<file path="src/rtl/hamming_pkg.sv">
// ---------------------------------------------------------------------------
// hamming_pkg
// Shared types and helpers for the byte -> Hamming(7,4) streaming encoder.
//   state_e       : controller states (IDLE / SEND0 / SEND1)
//   CW_W          : codeword width, 7 bits, or 8 when HAMMING_SECDED_EN is
//                   defined (adds an overall even-parity bit for SECDED)
//   ham74_parity  : returns {p4,p2,p1} for a data nibble (even parity)
// Configuration macro: HAMMING_SECDED_EN
// ---------------------------------------------------------------------------
package hamming_pkg;

    typedef enum logic [1:0] {
        IDLE  = 2'd0,
        SEND0 = 2'd1,
        SEND1 = 2'd2
    } state_e;

`ifdef HAMMING_SECDED_EN
    localparam int CW_W = 8;
`else
    localparam int CW_W = 7;
`endif

    function automatic logic [2:0] ham74_parity(input logic [3:0] d);
        logic p1;
        logic p2;
        logic p4;
        p1 = d[0] ^ d[1] ^ d[3];
        p2 = d[0] ^ d[2] ^ d[3];
        p4 = d[1] ^ d[2] ^ d[3];
        return {p4, p2, p1};
    endfunction

endpackage

</file>
<file path="src/rtl/ham74_enc.sv">
// ---------------------------------------------------------------------------
// ham74_enc
// Purely combinational nibble -> Hamming(7,4) codeword encoder.
//   nib_i [3:0]       : data nibble d[3:0]
//   cw_o  [CW_W-1:0]  : {d3,d2,d1,p4,d0,p2,p1}; with HAMMING_SECDED_EN the
//                       MSB is the XOR of the seven lower bits.
// Configuration macro: HAMMING_SECDED_EN
// ---------------------------------------------------------------------------
module ham74_enc
    import hamming_pkg::*;
(
    input  logic [3:0]      nib_i,
    output logic [CW_W-1:0] cw_o
);

    logic [2:0] par;
    logic [6:0] base_cw;

    assign par     = ham74_parity(nib_i);
    assign base_cw = {nib_i[3], nib_i[2], nib_i[1], par[2], nib_i[0], par[1], par[0]};

`ifdef HAMMING_SECDED_EN
    // Overall parity makes the full 8-bit word even, enabling double-error detect.
    assign cw_o = {^base_cw, base_cw};
`else
    assign cw_o = base_cw;
`endif

endmodule

</file>
<file path="src/rtl/hamming_byte_enc_ctrl.sv">
// ---------------------------------------------------------------------------
// hamming_byte_enc_ctrl
// Accepts bytes on a valid/ready input, splits each into two nibbles, encodes
// each with Hamming(7,4) and emits the two codewords in order on a registered
// valid/ready output.
// Parameters:
//   LSN_FIRST : 1 = low nibble first, 0 = high nibble first
//   CNT_W     : width of the completed-byte counter
// Ports:
//   clk, rst             : clock, synchronous active-high reset
//   in_valid/in_data/in_ready : byte input handshake
//   cw_valid/cw_data/cw_last/cw_ready : codeword output handshake,
//                          cw_last marks the second codeword of a byte
//   byte_cnt             : bytes fully emitted, wraps silently
// Configuration macro: HAMMING_SECDED_EN (8-bit SECDED codewords)
// ---------------------------------------------------------------------------
module hamming_byte_enc_ctrl
    import hamming_pkg::*;
#(
    parameter int LSN_FIRST = 1,
    parameter int CNT_W     = 16
) (
    input  logic             clk,
    input  logic             rst,
    input  logic             in_valid,
    input  logic [7:0]       in_data,
    output logic             in_ready,
    output logic             cw_valid,
    output logic [CW_W-1:0]  cw_data,
    output logic             cw_last,
    input  logic             cw_ready,
    output logic [CNT_W-1:0] byte_cnt
);

    state_e            state_q;
    state_e            state_d;
    logic [3:0]        nib1_q;
    logic [CW_W-1:0]   cw_q;
    logic [CNT_W-1:0]  cnt_q;

    logic              accept;
    logic              load_cw1;
    logic              cnt_inc;
    logic              use_held_nib;
    logic [3:0]        first_nib_in;
    logic [3:0]        second_nib_in;
    logic [3:0]        enc_nib;
    logic [CW_W-1:0]   enc_cw;

    assign first_nib_in  = (LSN_FIRST != 0) ? in_data[3:0] : in_data[7:4];
    assign second_nib_in = (LSN_FIRST != 0) ? in_data[7:4] : in_data[3:0];

    // One shared encoder: the held second nibble while in SEND0, otherwise
    // the first nibble of whatever byte is being offered.
    assign enc_nib = use_held_nib ? nib1_q : first_nib_in;

    ham74_enc u_enc (
        .nib_i (enc_nib),
        .cw_o  (enc_cw)
    );

    assign accept = in_valid && in_ready;

    // State register
    always_ff @(posedge clk) begin
        if (rst) begin
            state_q <= IDLE;
        end else begin
            state_q <= state_d;
        end
    end

    // Next-state logic
    always_comb begin
        state_d = state_q;
        case (state_q)
            IDLE:    if (in_valid) state_d = SEND0;
            SEND0:   if (cw_ready) state_d = SEND1;
            SEND1:   if (cw_ready) state_d = in_valid ? SEND0 : IDLE;
            default: state_d = IDLE;
        endcase
    end

    // Output / control decode
    always_comb begin
        in_ready     = 1'b0;
        cw_valid     = 1'b0;
        cw_last      = 1'b0;
        load_cw1     = 1'b0;
        cnt_inc      = 1'b0;
        use_held_nib = 1'b0;
        case (state_q)
            IDLE: begin
                in_ready = !rst;
            end
            SEND0: begin
                cw_valid     = 1'b1;
                use_held_nib = 1'b1;
                load_cw1     = cw_ready;
            end
            SEND1: begin
                cw_valid = 1'b1;
                cw_last  = 1'b1;
                // Combinational ready lets a new byte overlap the final handshake.
                in_ready = cw_ready && !rst;
                cnt_inc  = cw_ready;
            end
            default: ;
        endcase
    end

    // Datapath: codeword holding register, second-nibble store, byte counter
    always_ff @(posedge clk) begin
        if (rst) begin
            cw_q   <= '0;
            nib1_q <= '0;
            cnt_q  <= '0;
        end else begin
            if (accept) begin
                nib1_q <= second_nib_in;
                cw_q   <= enc_cw;
            end else if (load_cw1) begin
                cw_q   <= enc_cw;
            end
            if (cnt_inc) begin
                cnt_q <= cnt_q + CNT_W'(1);
            end
        end
    end

    assign cw_data  = cw_q;
    assign byte_cnt = cnt_q;

endmodule

</file>
<file path="config.mk">
export PLATFORM = sky130hd
export DESIGN_NAME = hamming_byte_enc_ctrl
export DESIGN_NICKNAME = d
export VERILOG_FILES = /design/src/rtl/hamming_pkg.sv /design/src/rtl/ham74_enc.sv /design/src/rtl/hamming_byte_enc_ctrl.sv
export SDC_FILE = /design/constraint.sdc
export NUM_CORES = 1
export LEC_CHECK = 0
export ABC_AREA = 1
export ABC_CLOCK_PERIOD_IN_PS = 3600
export CELL_PAD_IN_SITES_DETAIL_PLACEMENT = 1
export CELL_PAD_IN_SITES_GLOBAL_PLACEMENT = 1
export CORE_ASPECT_RATIO = 1.75
export CORE_MARGIN = 2
export CORE_UTILIZATION = 36
export CTS_CLUSTER_SIZE = 8
export DETAILED_ROUTE_END_ITERATION = 8
export GPL_TIMING_DRIVEN = 0
export PLACE_DENSITY_LB_ADDON = 0.1
export SLEW_MARGIN = 20
export SYNTH_ARGS = -nofsm -noshare
export SYNTH_HDL_FRONTEND = slang
export SYNTH_SLANG_ARGS = --single-unit
</file>
<file path="constraint.sdc">
create_clock -name clk -period 3.6 [get_ports clk]
set_clock_uncertainty 0.05 [all_clocks]
set_input_delay 0.72 -clock clk [delete_from_list [all_inputs] [get_ports clk]]
set_output_delay 0.72 -clock clk [all_outputs]
set_load 0.02 [all_outputs]
</file>
## After elaboration in Yosys (flattened, before gate mapping)

Index checks and enable logic that the tools add are counted.
W data, S select, Z words.

- Register bits after elaboration: 29
- Input bits: 12
- Output and inout bits: 26
- Logic and storage cells: 37

- Add/subtract/negate cells: 1
- Equality and inequality tests: 5
- Multiplexer cells: 14
- Bitwise operators: 6
- Reductions and logical operators: 7

Operator list:

| cell | count |
|---|---|
| $add A16 B1 Y16 const B | 1 |
| $mux W7 | 2 |
| $mux W1 | 6 |
| $mux W2 | 3 |
| $ne A2 B2 Y1 const B | 3 |
| $pmux W2 S3 | 1 |
| $xor A1 B1 Y1 | 6 |
| $mux W4 | 1 |
| $reduce_and A3 Y1 | 1 |
| $eq A2 B1 Y1 const B | 1 |
| $eq A2 B2 Y1 const B | 1 |
| $logic_and A1 B1 Y1 | 2 |
| $logic_not A2 Y1 | 1 |
| $pmux W1 S2 | 1 |
| $reduce_bool A2 Y1 | 1 |
| $reduce_or A2 Y1 | 1 |
| $logic_not A1 Y1 | 1 |

## Longest topological paths before layout

Gate-level depths: netlist (run 1).

- Word-level depth: 7
- Depth in mapped cells: 12
- Gate-level depth less buffers: 11

## Cells and area by module

A second synthesis (run 1) with hierarchy kept.

- Cells, all modules: 232
- Area, all modules: 1545.2 um^2

By module, submodules not included:

| module | times used | cells an instance | area each (um^2) | seq. area each (um^2) |
|---|---|---|---|---|
| hamming_byte_enc_ctrl | 1 | 203 | 1413.9 | 580.6 |
| ham74_enc | 1 | 29 | 131.4 | 0.0 |

## Worst setup path after synthesis (run 1)

No wires, ideal clock.

- Kind: register to output
- Start point: register state_q[0]
- End point: output in_ready
- Arrival time: 1309 ps
- Data required time: 2830 ps
- Slack: 1521 ps
- Stages on the path, launching flop included: 5
- Buffers on the path: 0
- Cell sequence: dfxtp_1 -> inv_1 -> ha_1 -> nand2_2 -> a21oi_1

- Longest elaborated chain between the ends: 2
- Elaborated cells on any way between the ends: 3
- Classes of those cells: eq/ne: 1; mux: 1; reduce/logical: 1

RTL lines:

| item | line | source |
|---|---|---|
| start, declared | hamming_byte_enc_ctrl.sv:35 | `state_e state_q;` |
| start signal, assigned | hamming_byte_enc_ctrl.sv:69 | `state_q <= state_d;` |
| $eq A2 B2 Y1 / $logic_not A2 Y1 (equally long branches) | hamming_byte_enc_ctrl.sv:92 | `case (state_q)` |
| $pmux W1 S2 * | hamming_byte_enc_ctrl.sv:92 |  |
| end, declared | hamming_byte_enc_ctrl.sv:27 | `output logic in_ready,` |

Every way passes the cells marked *; elsewhere a longest branch is shown, timed or not.

## Worst setup path in the final report (run 1)

- Start point: input cw_ready
- End point: output in_ready

- Longest elaborated chain between the ends: 2

RTL lines:

| item | line | source |
|---|---|---|
| start, declared | hamming_byte_enc_ctrl.sv:31 | `input logic cw_ready,` |
| $logic_and A1 B1 Y1 | hamming_byte_enc_ctrl.sv:105 | `in_ready = cw_ready && !rst;` |
| $pmux W1 S2 | hamming_byte_enc_ctrl.sv:92 |  |

No other way between the ends.

==> impl_metrics.csv, run 1 <==
group,metric,value,unit
run_status,status,"finished, final reports clean",
drt,firstDrtPassIters,4,
yosys,ys_types,25,
clocking,cts_setup_buffers,0,
floorplanning,io_pins,38,
drt,routed-via-count,1678,
sta,hold_viol,0,
clocking,clock_path_buffers,2,
critical_path,critPathArrivalTime,2.41,ns
global_routing,use_met2,0.3923,
cells_and_area,n_antenna_cell,0,
global_routing,antenna_found_initial,0,
critical_path,crit_path_end_kind,"primary output",
clocking,cts_made_buffers,5,
drt,avgViaCountPerCell,5.039,
placed_design,port_buffers,37,
clocking,clockRootBuffer,"clkbuf_8",
global_routing,grt_use_total,0.2118,
worst_hold_path,min_path_type,"reg -> reg",
yosys,syn_avg_cell_area,6.575,um2
global_routing,globalRouteOverflowTotal,0,
cells_and_area,final_cell_mix,"nand2_1 (62), clkdlybuf4s50_1 (37), inv_1 (34), dfxtp_1 (29), nor2_1 (28)",
drt,ant_nets,0,
yosys,syn_area,1572,um2
yosys,syn_inst,239,
clocking,cts_hold_buf,0,
global_routing,grt_pass1_vias,1697,
power_and_ir_drop,pwr_density_cell,551.6,nW/um2
drt,detail_route.wl_per_cell,13.76,um
critical_path,crit_path_max_fanout,8,
critical_path,start_kind,"input pin",
clocking,clk-insertion-delay-late,0.29,ns
clocking,cts_tree,"built",
cells_and_area,area_growth,33.92,%
job,cap_violations,0,
sta,slew_violations,0,
sta,tightest_slew,0.4488,ns
yosys,synthesis.nets,256,
global_routing,grt.met1_usage,0.1992,
floorplanning,rows,31,
power_and_ir_drop,ir_drop,276.0,uV
critical_path,criticalPathCategory,"in -> out",
drt,wl,4.583,mm
drt,drc_errors,0,
yosys,synth-seq-cells,29,
placed_design,place.gp.congestion,0.7839,
cells_and_area,final_nets,300,
global_routing,grt_max_degree,11,
power_and_ir_drop,p_leak,0.0009053,uW
sta,min_period,3.181,ns
critical_path,cp.required,2.83,ns
global_routing,top_usage_layer,"met2",
floorplanning,die_h,91.40,um
sta,rsz0062_at_grt,"false",
clocking,ctsResizeCount,0,
clocking,path_clk_slew,0.06,ns
sta,fmax,0.3144,GHz
placed_design,dp_cells,325,
drt,drt-initial-drc-count,25,
global_routing,grt_pass1_wl,7.603,mm
yosys,ys_seq_area_frac,0.3694,
sta,finalSetupTns,0,ns
sta,setup_violations,0,
clocking,cts.sinks,29,
placed_design,dpl.hpwl,3.606,mm
cells_and_area,final_common_cell,"nand2_1",
sta,slew-limit-headroom,0.7008,
cells_and_area,fin_cells,333,
global_routing,grtUsageMet3,0.04605,
floorplanning,start_util,0.3787,
floorplanning,core_region_area,4150,um2
sta,min_period_over_period,0.8836,
cells_and_area,drive_above_1_share,0.07042,
yosys,synth_warnings,0,
floorplanning,die_area,4931,um2
floorplanning,die_x,53.95,um
clocking,cts_max_level,2,
==> registers in the layout (all words and copies together) (netlist names) <==
register,count
byte_cnt,16
nib1_q,4
state_q,2
cw_data,7
==> cell type report <==
| class | instances | area [um2] |
|---|---|---|
| clock inverter | 1 | 5.005 |
| buffer | 5 | 42.54 |
| tap | 49 | 61.31 |
| inverter | 35 | 131.4 |
| fill | 561 | 2046 |
| sequential | 29 | 580.6 |
| multi-input combinational | 170 | 817.0 |
| clock buffer | 7 | 96.34 |
| timing repair buffer | 37 | 370.4 |
==> cells by family after synthesis <==
logic type,after synthesis,synth area share
compound gates,38,0.1274
simple gates,126,0.3471
fa+ha+maj,5,0.03981
flops,29,0.3694
buf+inv,40,0.1107
xor+xnor,1,0.005574
==> path summary, 6_finish.rpt <==
check,from,endpoint,slack (ns),depth (start not counted)
min,nib1_q[3],nib1_q[3],0.41,2
max reg2reg,state_q[1],cw_data[0],1.88,9
max,cw_ready,in_ready,0.42,4
min reg2reg,nib1_q[3],nib1_q[3],0.41,2
==> worst max-delay path: stages <==
cell	delay, ns
clkdlybuf4s50_1	0.60
nand2_2	0.18
a21oi_1	0.26
clkdlybuf4s50_1	0.65
==> metal layers <==
layer	up-vias	routed length [um]
met5	-	0
met4	0	115
met3	9	158
met2	29	2642
met1	797	1667
li1	843	-
==> cell usage after synthesis (all sizes together) <==
cell    count  area [um2]
clkbuf      1       3.750
a211oi      1       7.510
nand3b      4       30.03
ha          5       62.56
buf         4       38.78
nand4       2       12.51
a21oi      18       90.09
dfxtp      29       580.6
nand2      65       251.5
o21a        1       7.510
nor2       29       111.4
inv        35       131.4
o21ai      17       88.83
nand3      22       115.1
o22ai       1       6.260
xor2        1       8.760
nor3        4       25.02
==> per-stage QoR <==
stage / cell area [um2] / power [uW] / hold WS, ns / setup slack [ns] / util
3_3_place_gp: 2003 / 854.4 / 0.3940 / 0.4940 / 0.4827
5_1_grt: 2105 / 1246 / 0.4488 / 0.3441 / 0.5071
4_1_cts: 2105 / 1181 / 0.4129 / 0.4324 / 0.5071
6_report: 2105 / 1161 / 0.4121 / 0.4192 / 0.5071
2_1_floorplan: 1572 / 702.9 / 0.3794 / 1.521 / -
3_5_place_dp: 2003 / 871.4 / 0.4038 / 0.4564 / 0.4827
==> power by group <==
group | switching (uW) | internal [uW] | total [uW]
clock network | 133 | 173 | 306
registers | 25.7 | 363 | 389
logic | 275 | 191 | 466
total | 434 | 727 | 1160
Note: power is estimated with default switching activity, not from simulation.
==> run 2: changes to the inputs <==
Settings changed: PLACE_DENSITY set to 0.86, PLACE_DENSITY_LB_ADDON 0.1 to not set, SLEW_MARGIN 20 to 5.
==> run 2 against run 1 <==
Compared with the run above:
- highest routed layer unchanged
- sequential share of layout area grew 0.25 points
- hold slack worse by 0.0044 ns
- critical path type unchanged
- register-to-register slack got worse by 0.07 ns
==> impl_metrics.csv, run 2 (synthesis results as in run 1) <==
group,metric,value,unit
sta,fmax,0.3244,GHz
placed_design,port_buffers,37,
sta,slew_violations,0,
clocking,cts_max_level,2,
clocking,cts.sinks,29,
floorplanning,start_util,0.3787,
critical_path,r2r-end,"cw_data[0]",
placed_design,place.gp.congestion,0.8245,
global_routing,grt_pass1_wl,7.403,mm
clocking,clockRootBuffer,"clkbuf_8",
clocking,cts_tree,"built",
floorplanning,io_pins,38,
cells_and_area,final_cell_mix,"nand2_1 (62), clkdlybuf4s50_1 (37), inv_1 (34), dfxtp_1 (29), nor2_1 (28)",
clocking,ctsResizeCount,0,
global_routing,grt_max_degree,11,
floorplanning,core_region_area,4150,um2
sta,finalSetupTns,0,ns
cells_and_area,fin_cells,333,
worst_hold_path,min_path_cells,2,
power_and_ir_drop,ir_drop,258.2,uV
sta,setup_violations,0,
sta,tightest_slew,0.5311,ns
global_routing,grt_use_total,0.2010,
critical_path,r2r_slack,1.81,ns
drt,ant_nets,0,
critical_path,timing.rr.start,"state_q[1]",
floorplanning,rows,31,
placed_design,dpl.hpwl,3.532,mm
drt,avgViaCountPerCell,5.060,
drt,firstDrtPassIters,4,
critical_path,critPathArrivalTime,2.31,ns
drt,drt-initial-drc-count,18,
cells_and_area,final_common_cell,"nand2_1",
worst_hold_path,min_path_type,"reg -> reg",
critical_path,r2r_cells,9,
critical_path,crit_path_max_fanout,8,
sta,min_period,3.083,ns
clocking,cts_setup_buffers,0,
sta,min_period_over_period,0.8564,
critical_path,start_kind,"input pin",
drt,routed-via-count,1685,
sta,hold_viol,0,
clocking,clk-insertion-delay-late,0.28,ns
cells_and_area,final_nets,300,
sta,rsz0062_at_grt,"false",
cells_and_area,largest_register_ffs,16,
floorplanning,die_x,53.95,um
clocking,cts_hold_buf,0,
job,cap_violations,0,
drt,wl,4.399,mm
clocking,cts_made_buffers,5,
placed_design,dp_cells,325,
critical_path,crit_path_end_kind,"primary output",
clocking,path_clk_slew,0.06,ns
cells_and_area,fill_cells,565,
worst_hold_path,worstHoldEndpoint,"nib1_q[3]",
critical_path,cp.required,2.83,ns
floorplanning,die_area,4931,um2
drt,detail_route.wl_per_cell,13.21,um
cells_and_area,drive_above_1_share,0.06690,
run_status,status,"finished, final reports clean",
cells_and_area,area_growth,32.72,%
drt,drc_errors,0,
global_routing,grt_pass1_vias,1655,
cells_and_area,n_antenna_cell,0,
power_and_ir_drop,pwr_density_cell,533.9,nW/um2
critical_path,criticalPathCategory,"in -> out",
global_routing,globalRouteOverflowTotal,0,
floorplanning,die_h,91.40,um
global_routing,antenna_found_initial,0,
clocking,clock_path_buffers,2,
sta,slew-limit-headroom,0.6459,
worst_hold_path,hold_start,"nib1_q[3]",
power_and_ir_drop,p_leak,0.0008960,uW
run 2: worst max-delay path by stage:
stage | start | depth (start not counted) | slack [ns] | end
2_1_floorplan | state_q[0] | 4 | 1.52 | in_ready
3_3_place_gp | cw_ready | 4 | 0.52 | in_ready
3_5_place_dp | cw_ready | 4 | 0.51 | in_ready
4_1_cts | cw_ready | 4 | 0.50 | in_ready
5_1_grt | cw_ready | 4 | 0.44 | in_ready
6_report | cw_ready | 4 | 0.52 | in_ready
run 2: power by group:
| group | leakage, uW | switching [uW] | internal (uW) |
|---|---|---|---|
| sequential | 0.000236 | 26.7 | 363 |
| combinational | 0.000615 | 277 | 191 |
| clock | 0.0000450 | 123 | 134 |
| total | 0.000896 | 426 | 687 |
run 2: worst max-delay path, cell delays in order:
cell and delay (ns):
clkdlybuf4s50_1 0.58, nand2_2 0.15, a21oi_1 0.22, clkdlybuf4s50_1 0.64
run 2: final cells by class:
cell class	instances	area (um2)	share of cell area
plain buffers	5	42.54	0.02040
clock buffers	6	72.57	0.03479
clock inverters	2	10.01	0.004799
inverters	35	131.4	0.06299
multi-input cells	170	817.0	0.3917
flip-flops and latches	29	580.6	0.2783
well taps	49	61.31	0.02939
repair buffers	37	370.4	0.1776
run 2: layer usage:
layer	global-route usage	vias to the layer above	wire length, um
li1	-	847	-
met1	0.2006	792	1676
met2	0.3770	35	2467
met3	0.03125	11	148
met4	0.08547	0	107
met5	0	-	0
run 2: through the flow:
stage / hold WS (ns) / util / area, um2 / power (uW) / worst slack, ns
2_1_floorplan: 0.3794 / - / 1572 / 702.9 / 1.521
3_3_place_gp: 0.3896 / 0.4827 / 2003 / 851.0 / 0.5152
3_5_place_dp: 0.3999 / 0.4827 / 2003 / 870.2 / 0.5117
4_1_cts: 0.4109 / 0.5026 / 2086 / 1132 / 0.5032
5_1_grt: 0.4346 / 0.5026 / 2086 / 1197 / 0.4385
6_report: 0.4076 / 0.5026 / 2086 / 1114 / 0.5170
==> run 3: changes to the inputs <==
Settings changed: CAP_MARGIN set to 20, CORE_MARGIN 2 to not set.
==> run 3 against run 2 <==
Compared with the run above:
- clock-buffer cell count is 1 higher
- non-clock buffer count stayed put
- clock power is 6% higher
- combinational power is 0.9% lower
- hold slack hardly changed
- die area is 5.8% lower
- worst setup slack worse by 0.034 ns
- core utilization is 0.090 points higher
- sequential power hardly changed
- maximum frequency is 1.1% lower
- via count is 0.83% lower
- largest power group unchanged
- highest routed layer unchanged
==> impl_metrics.csv, run 3 (synthesis results as in run 1) <==
group,metric,value,unit
floorplanning,core_region_area,4150,um2
global_routing,antenna_found_initial,0,
power_and_ir_drop,p_leak,0.0008954,uW
clocking,cts_made_buffers,5,
drt,ant_nets,0,
power_and_ir_drop,ir_drop,286.1,uV
critical_path,crit_family,"buffers and inverters",
drt,avgViaCountPerCell,5.033,
critical_path,crit_start,"cw_ready",
clocking,clock_path_buffers,2,
critical_path,r2r-end,"cw_data[0]",
placed_design,place.gp.congestion,0.7627,
cells_and_area,final_nets,300,
critical_path,r2r_slack,1.83,ns
clocking,ctsResizeCount,0,
floorplanning,start_util,0.3787,
critical_path,worst-path-stages,4,
cells_and_area,fill_cells,571,
placed_design,port_buffers,37,
floorplanning,rows,31,
global_routing,grt_max_degree,11,
sta,fmax,0.3208,GHz
clocking,cts_tree,"built",
critical_path,crit_path_max_fanout,8,
critical_path,max_stage_delay,0.64,ns
clocking,cts_max_level,2,
sta,tightest_slew,0.4896,ns
sta,hold_viol,0,
sta,slew-limit-headroom,0.6714,
floorplanning,io_pins,38,
cells_and_area,drive_above_1_share,0.06360,
floorplanning,die_h,89.40,um
critical_path,cp_cell_sequence,"clkdlybuf4s50_1, nand2_2, a21oi_1, clkdlybuf4s50_1",
cells_and_area,n_antenna_cell,0,
cells_and_area,regArea,580.6,um2
global_routing,grt_pass1_wl,7.162,mm
critical_path,timing.rr.start,"state_q[1]",
critical_path,path_buf_inv,2,
critical_path,critPathArrivalTime,2.35,ns
drt,drc_errors,0,
drt,firstDrtPassIters,4,
sta,rsz0062_at_grt,"false",
critical_path,criticalPathCategory,"in -> out",
drt,routed-via-count,1671,
cells_and_area,largest_register_ffs,16,
cells_and_area,final_cell_mix,"nand2_1 (62), clkdlybuf4s50_1 (37), inv_1 (34), dfxtp_1 (29), nor2_1 (28)",
worst_hold_path,min_path_type,"reg -> reg",
drt,wl,4.318,mm
drt,detail_route.wl_per_cell,13.01,um
critical_path,critPathCapture,"in_ready",
sta,min_period_over_period,0.8658,
critical_path,cp.required,2.83,ns
sta,min_period,3.117,ns
clocking,cts_setup_buffers,0,
sta,slew_violations,0,
clocking,cts.sinks,29,
cells_and_area,multiInputGateArea,817.0,um2
clocking,clockRootBuffer,"clkbuf_8",
run_status,status,"finished, final reports clean",
clocking,path_clk_slew,0.06,ns
sta,whs,0.4073,ns
global_routing,grt_use_total,0.2100,
critical_path,worst_path_max_delay_cell,"clkdlybuf4s50_1",
clocking,cts_hold_buf,0,
sta,finalSetupTns,0,ns
global_routing,globalRouteOverflowTotal,0,
drt,drt-initial-drc-count,16,
power_and_ir_drop,pwr_density_cell,537.5,nW/um2
job,cap_violations,0,
worst_hold_path,hold_start,"nib1_q[3]",
critical_path,r2r_cells,9,
critical_path,crit_top_cell,"clkdlybuf4s50_1",
placed_design,dpl.hpwl,3.443,mm
clocking,clk-insertion-delay-late,0.28,ns
critical_path,start_kind,"input pin",
sta,setup_violations,0,
floorplanning,die_x,51.95,um
floorplanning,die_area,4644,um2
critical_path,crit_path_end_kind,"primary output",
cells_and_area,final_common_cell,"nand2_1",
global_routing,grt_pass1_vias,1636,
cells_and_area,area_growth,32.96,%
==> run 3: report_power, final <==
part           internal, uW  switching [uW]
clock                   151             120
combinational           191             272
sequential              363            25.1
total                   706             418
==> run 3: worst min path at each step <==
| stage | to | slack [ns] | cells past startpoint |
|---|---|---|---|
| floorplan | nib1_q[3] | 0.38 | 2 |
| global placement | nib1_q[3] | 0.39 | 2 |
| detailed placement | nib1_q[3] | 0.40 | 2 |
| CTS | nib1_q[3] | 0.41 | 2 |
| global route | nib1_q[3] | 0.44 | 2 |
| finish | nib1_q[3] | 0.41 | 2 |
==> run 3: worst register-to-register path, delay by kind of cell, from the launching register on <==
kind | cells | cell delay [ns]
AOI/OAI and AO/OA | 1 | 0.41
adders and majority gates | 1 | 0.19
buffers and inverters | 4 | 0.41
DFF | 1 | 0.37
and+or+nand+nor | 3 | 0.25
==> run 3: cell type report <==
class,count,share of cell area
Timing Repair Buffer,37,0.1772
Inverter,35,0.06287
Multi-Input combinational cell,170,0.3910
Buffer,5,0.02036
Tap cell,49,0.02934
Clock buffer,7,0.04132
Sequential cell,29,0.2778
==> run 3: layer usage <==
metal	track usage	up-vias	share of wire
met5	0	-	0
met4	0.1106	0	0.030
met3	0.04082	10	0.031
met2	0.4138	33	0.54
met1	0.1922	784	0.40
li1	-	844	-
==> run 3: stage by stage <==
step | instance area, um2 | utilization | total power, uW | instances | setup slack [ns]
2_1_floorplan | 1572 | - | 702.9 | 239 | 1.521
3_3_place_gp | 2003 | 0.4827 | 851.0 | 325 | 0.5254
3_5_place_dp | 2003 | 0.4827 | 866.7 | 325 | 0.4884
4_1_cts | 2090 | 0.5035 | 1143 | 332 | 0.4822
5_1_grt | 2090 | 0.5035 | 1203 | 332 | 0.4017
6_report | 2090 | 0.5035 | 1123 | 332 | 0.4831
